<file path="src/rtl/md5_match_detector.sv">
// Match detector behind the MD5 pipeline core: compares every digest against a
// host target, latches the first matching candidate, and enforces a digest budget.
module md5_match_detector #(
   parameter int PIPE_LATENCY = 66,
   parameter int CNT_W        = 48
) (
   input  logic             clk,
   input  logic             rst_n,
   input  logic             start,
   input  logic             abort,
   input  logic [127:0]     target,
   input  logic [CNT_W-1:0] max_count,
   input  logic [127:0]     hash,
   input  logic [511:0]     msg_in,
   output logic             busy,
   output logic             found,
   output logic             exhausted,
   output logic [63:0]      match_msg,
   output logic [6:0]       match_len,
   output logic [CNT_W-1:0] hash_count
);

   localparam int WARM_W = $clog2(PIPE_LATENCY);
   localparam logic [WARM_W-1:0] WARM_INIT = WARM_W'(PIPE_LATENCY - 1);

   typedef enum logic [2:0] {
      S_IDLE,
      S_WARMUP,
      S_SCAN,
      S_FOUND,
      S_EXHAUSTED
   } state_e;

   state_e            state_q, state_d;
   logic [127:0]      target_q, target_d;
   logic [CNT_W-1:0]  max_q, max_d;
   logic [WARM_W-1:0] warm_q, warm_d;
   logic              busy_q, busy_d;
   logic              found_q, found_d;
   logic              exhausted_q, exhausted_d;
   logic [63:0]       match_msg_q, match_msg_d;
   logic [6:0]        match_len_q, match_len_d;
   logic [CNT_W-1:0]  hash_count_q, hash_count_d;

   logic [CNT_W-1:0]  cnt_inc;
   logic [6:0]        len_eff;
   logic [6:0]        shamt;
   logic              unused_msg_bits;

   // Only the top 64 message bits and the low length bits matter: candidates are at most 64 bits.
   assign unused_msg_bits = ^msg_in[447:7];

   always_comb begin
      // NOTE: every _d starts from its _q so no branch can leave a latch behind.
      state_d      = state_q;
      target_d     = target_q;
      max_d        = max_q;
      warm_d       = warm_q;
      found_d      = found_q;
      exhausted_d  = exhausted_q;
      match_msg_d  = match_msg_q;
      match_len_d  = match_len_q;
      hash_count_d = hash_count_q;

      cnt_inc = (&hash_count_q) ? hash_count_q : hash_count_q + CNT_W'(1);
      len_eff = (msg_in[6:0] == 7'd0) ? 7'd64 : msg_in[6:0];
      shamt   = 7'd64 - len_eff;

      if (start) begin
         state_d      = S_WARMUP;
         target_d     = target;
         max_d        = max_count;
         warm_d       = WARM_INIT;
         found_d      = 1'b0;
         exhausted_d  = 1'b0;
         match_msg_d  = '0;
         match_len_d  = '0;
         hash_count_d = '0;
      end else if (abort) begin
         state_d = S_IDLE;
      end else begin
         case (state_q)
            S_WARMUP: begin
               if (warm_q == '0) state_d = S_SCAN;
               else              warm_d  = warm_q - WARM_W'(1);
            end
            S_SCAN: begin
               hash_count_d = cnt_inc;
               // A match takes priority over a budget that runs out on the same digest.
               if (hash == target_q) begin
                  state_d     = S_FOUND;
                  found_d     = 1'b1;
                  match_len_d = len_eff;
                  match_msg_d = msg_in[511:448] >> shamt;
               end else if ((max_q != '0) && (cnt_inc == max_q)) begin
                  state_d     = S_EXHAUSTED;
                  exhausted_d = 1'b1;
               end
            end
            default: ;
         endcase
      end

      busy_d = (state_d == S_WARMUP) || (state_d == S_SCAN);
   end

   // NOTE: state is updated with non-blocking assignments only; all registers,
   // including the target and budget, clear on reset since there is no memory here.
   always_ff @(posedge clk or negedge rst_n) begin
      if (!rst_n) begin
         state_q      <= S_IDLE;
         target_q     <= '0;
         max_q        <= '0;
         warm_q       <= '0;
         busy_q       <= 1'b0;
         found_q      <= 1'b0;
         exhausted_q  <= 1'b0;
         match_msg_q  <= '0;
         match_len_q  <= '0;
         hash_count_q <= '0;
      end else begin
         state_q      <= state_d;
         target_q     <= target_d;
         max_q        <= max_d;
         warm_q       <= warm_d;
         busy_q       <= busy_d;
         found_q      <= found_d;
         exhausted_q  <= exhausted_d;
         match_msg_q  <= match_msg_d;
         match_len_q  <= match_len_d;
         hash_count_q <= hash_count_d;
      end
   end

   assign busy       = busy_q;
   assign found      = found_q;
   assign exhausted  = exhausted_q;
   assign match_msg  = match_msg_q;
   assign match_len  = match_len_q;
   assign hash_count = hash_count_q;

endmodule

</file>
<file path="config.mk">
export PLATFORM = sky130hd
export DESIGN_NAME = md5_match_detector
export DESIGN_NICKNAME = d
export VERILOG_FILES = /design/src/rtl/md5_match_detector.sv
export SDC_FILE = /design/constraint.sdc
export NUM_CORES = 1
export LEC_CHECK = 0
export CAP_MARGIN = 20
export CORE_AREA = 2 2 366 368
export DETAILED_ROUTE_END_ITERATION = 8
export DIE_AREA = 0 0 368 370
export PLACE_DENSITY = 0.44
export SETUP_SLACK_MARGIN = 0.02
export SLEW_MARGIN = 20
export SYNTH_ARGS = -nofsm -noshare
export SYNTH_HDL_FRONTEND = slang
export SYNTH_SLANG_ARGS = --single-unit
</file>
<file path="constraint.sdc">
create_clock -name clk -period 5.1 [get_ports clk]
set_input_delay 1.53 -clock clk [delete_from_list [all_inputs] [get_ports clk]]
set_output_delay 1.53 -clock clk [all_outputs]
set_load 0.02 [all_outputs]
</file>
==> results.py <==
metrics = {
    "outcome": {
        "status": "complete, no violations",
    },
    "detailed_routing": {
        "drt_iter0_drc": 1244,
        "wire_per_inst_um": 21.6,
        "drt-total-wl_um": 92800,
        "via_per_inst": 4.15,
        "drc": 0,
        "vias": 17800,
        "first_pass_iters": 6,
        "antenna_left": 0,
    },
    "critical_path": {
        "path_cells": "clkdlybuf4s50_1 > inv_1 > ha_1 > nor3b_2 > a31oi_1 > mux2_2 > nor2_1 > buf_4 > a22oi_1 > nand2_1 > mux2i_1 > a21oi_1 > a22o_1",
        "path_class": "input pin to register",
        "r2r_slack_ns": 0.79,
        "worst-path-max-fanout": 12,
        "r2r_end": "busy",
        "cp.arrival_ns": 5.01,
        "cp-end-kind": "register",
        "slowest_delay_ns": 0.87,
        "start_kind": "input pin",
        "r2r-start": "hash_count[2]",
        "worst_r2r_path_depth": 8,
        "critPathCapture": "match_msg[5]",
        "crit_family": "simple AND/OR/NAND/NOR gates",
        "worstSetupStartpoint": "msg_in[0]",
        "worst-path-buf-inv": 3,
        "cp.depth": 13,
        "slowest_stage": "nor2_1",
        "crit_required_ns": 5.64,
    },
    "finish": {
        "drive_gt1_share_pct": 18.1,
        "fin_nets": 3302,
        "layout_common_cells": "clkdlybuf4s50_1, dfrtp_1, xnor2_1",
        "syn_to_final_growth_pct": 50.1,
        "fill_cells": 14500,
        "final_common_cell": "clkdlybuf4s50_1",
    },
    "timing": {
        "setup_viol": 0,
        "slew_headroom_pct": 23.7,
        "hold_violations": 0,
        "rsz0062_at_grt": "false",
        "slew_violations": 0,
        "worst_pin_slew_ns": 1.14,
        "fmax_mhz": 223,
        "period_minus_slack_ns": 4.48,
        "period_share_pct": 87.8,
        "hold_slack_ns": 0.476,
        "finClkSkew_ns": 0.0341,
    },
    "floorplanning": {
        "fp.dieArea_sq_mm": 0.136,
        "coreArea_sq_mm": 0.132,
        "dieHeight_um": 370,
        "ios": 942,
        "num_rows": 134,
        "die_x_um": 368,
        "initial_core_util_pct": 14.5,
    },
    "global_routing": {
        "grt_usage_pct": 13.3,
        "antenna_found_initial": 21,
        "grt.overflow.total": 0,
        "grt_pass1_vias": 18100,
        "grt_pass1_wl_um": 133000,
        "grt_start_max_net_pins": 131,
    },
    "clock_tree": {
        "clkLatencyLatePin_ns": 0.62,
        "post_cts_buffers": 0,
        "cts_tree": "built",
        "hold_buffers": 0,
        "cts_sinks": 308,
        "cts_resized": 0,
        "cts.clk_slew.worst_paths_ns": 0.06,
        "cts_buffers": 44,
        "root_buffer": "clkbuf_16",
        "max-clock-path-buffers": 3,
        "htreeDepth": 2,
    },
    "place": {
        "io_buffers": 500,
        "gp_congestion": 0.918,
        "place_hpwl_um": 75000,
    },
    "power": {
        "leakage_nw": 11.1,
        "total_power_mw": 7.89,
        "power_density_mw_per_mm2": 273,
        "vdd_drop_max_v": 0.000260,
    },
    "run": {
        "cap_violations": 0,
    },
    "logic_synthesis": {
        "synthAdderAreaFrac_pct": 0.260,
        "synth_fp_nets": 2730,
        "synthFlopType": "dfrtp_1",
        "postSynthCellCount": 1906,
        "postSynthRegisterBits": 308,
        "synth_edf_count": 0,
        "synth_compound_gate_area_share_pct": 10.9,
        "synth.distinct_cells": 82,
        "seq_area_frac_synth_pct": 40.0,
        "synth_xor_area_share_pct": 10.6,
        "yosys.area_share.simple_pct": 15.6,
        "yosysTopAreaCellShare_pct": 40.0,
        "async_reset_ff_share_pct": 100,
        "synthTopCellsByArea": "dfrtp_1, mux2_2, xnor2_1",
        "yosys_warnings": 0,
        "synth_top_family_by_area": "multiplexers",
        "synth_top_cell_by_area": "dfrtp_1",
        "netlist_area_sq_mm": 0.0193,
        "synth_mux_area_share_pct": 19.9,
        "avgSynthCellArea_sq_um": 10.1,
    },
    "hold_path": {
        "min_path_type": "register to register",
    },
}
==> power by group <==
| group | internal [mW] | switching, mW |
|---|---|---|
| clock | 2.13 | 1.34 |
| combinational | 0.841 | 0.835 |
| sequential | 2.59 | 0.151 |
==> metrics by stage <==
| stage | area (sq um) | cells | utilization, % | TNS, ns | worst slack (ns) |
|---|---|---|---|---|---|
| floorplan | 19300 | 1906 | - | 0 | 0.848 |
| global placement | 27200 | 4199 | 20.6 | -0.0289 | -0.0289 |
| detailed placement | 27200 | 4199 | 20.6 | 0 | 0.112 |
| CTS | 28900 | 4280 | 21.8 | 0 | 0.740 |
| global route | 28900 | 4281 | 21.8 | 0 | 0.545 |
| finish | 28900 | 4288 | 21.8 | 0 | 0.623 |
==> worst min path at each step <==
stage | start | to | slack (ns) | depth (start not counted)
2_1_floorplan | warm_q[6] | warm_q[6] | 0.48 | 2
3_3_place_gp | match_msg[41] | match_msg[41] | 0.47 | 2
3_5_place_dp | match_len[0] | match_len[0] | 0.47 | 2
4_1_cts | match_len[0] | match_len[0] | 0.48 | 2
5_1_grt | match_msg[7] | match_msg[7] | 0.51 | 1
6_report | match_len[0] | match_len[0] | 0.48 | 2
==> registers in the layout (all words and copies together) (netlist names) <==
name / count
target_q: 128
match_msg: 64
hash_count: 48
max_q: 48
match_len: 7
warm_q: 7
state_q: 3
busy: 1
exhausted: 1
found: 1
==> worst min-delay path, delay by kind of cell (launching register included) <==
kind            cells  cell delay, ns
compound gates      1            0.05
flops               1            0.34
simple gates        1            0.05
==> cell families (layout without fill, tap and decap cells) <==
logic type                 Yosys count  count (layout)
other                                0               7
muxes                              342             342
and+or+nand+nor                    575             575
buffers and inverters              134             741
xor gates and xnor gates           233             233
adders and majority gates            4               4
AOI/OAI and AO/OA                  310             310
DFF                                308             308
==> metal layers <==
metal	track usage, %	share of wire (%)	up-vias
li1	-	-	8168
met1	17.3	44	8705
met2	21.1	45	755
met3	4.51	9.3	121
met4	2.97	2.0	26
met5	0	0.19	-
==> cells in the mapped netlist, types with 9 or more instances <==
cell and number:
dfrtp_1 308, xnor2_1 192, mux2_2 182, nand2_1 175, mux2i_1 146, nor2_1 111
clkbuf_1 85, a21oi_1 72, nand4_1 69, o21ai_0 61, a22oi_1 47, xor2_1 41
nand3_1 36, nor4_1 36, nor3_1 35, a22o_1 21, or3_1 21, inv_1 19
buf_2 18, and3_1 17, a221o_1 14, mux4_2 14, a31oi_1 13, o22ai_1 9
==> final cells by class <==
type                            count  area [sq um]  area share (%)
Timing Repair Buffer              640          6190            21.4
Inverter                           20          75.1           0.260
Tap cell                         1768          2210            7.65
Antenna cell                        7          17.5          0.0606
Clock buffer                       55          1220            4.23
Clock inverter                     26           414            1.43
Multi-Input combinational cell   1464         11100            38.4
Sequential cell                   308          7710            26.6
(Power assumes the default switching activity.)
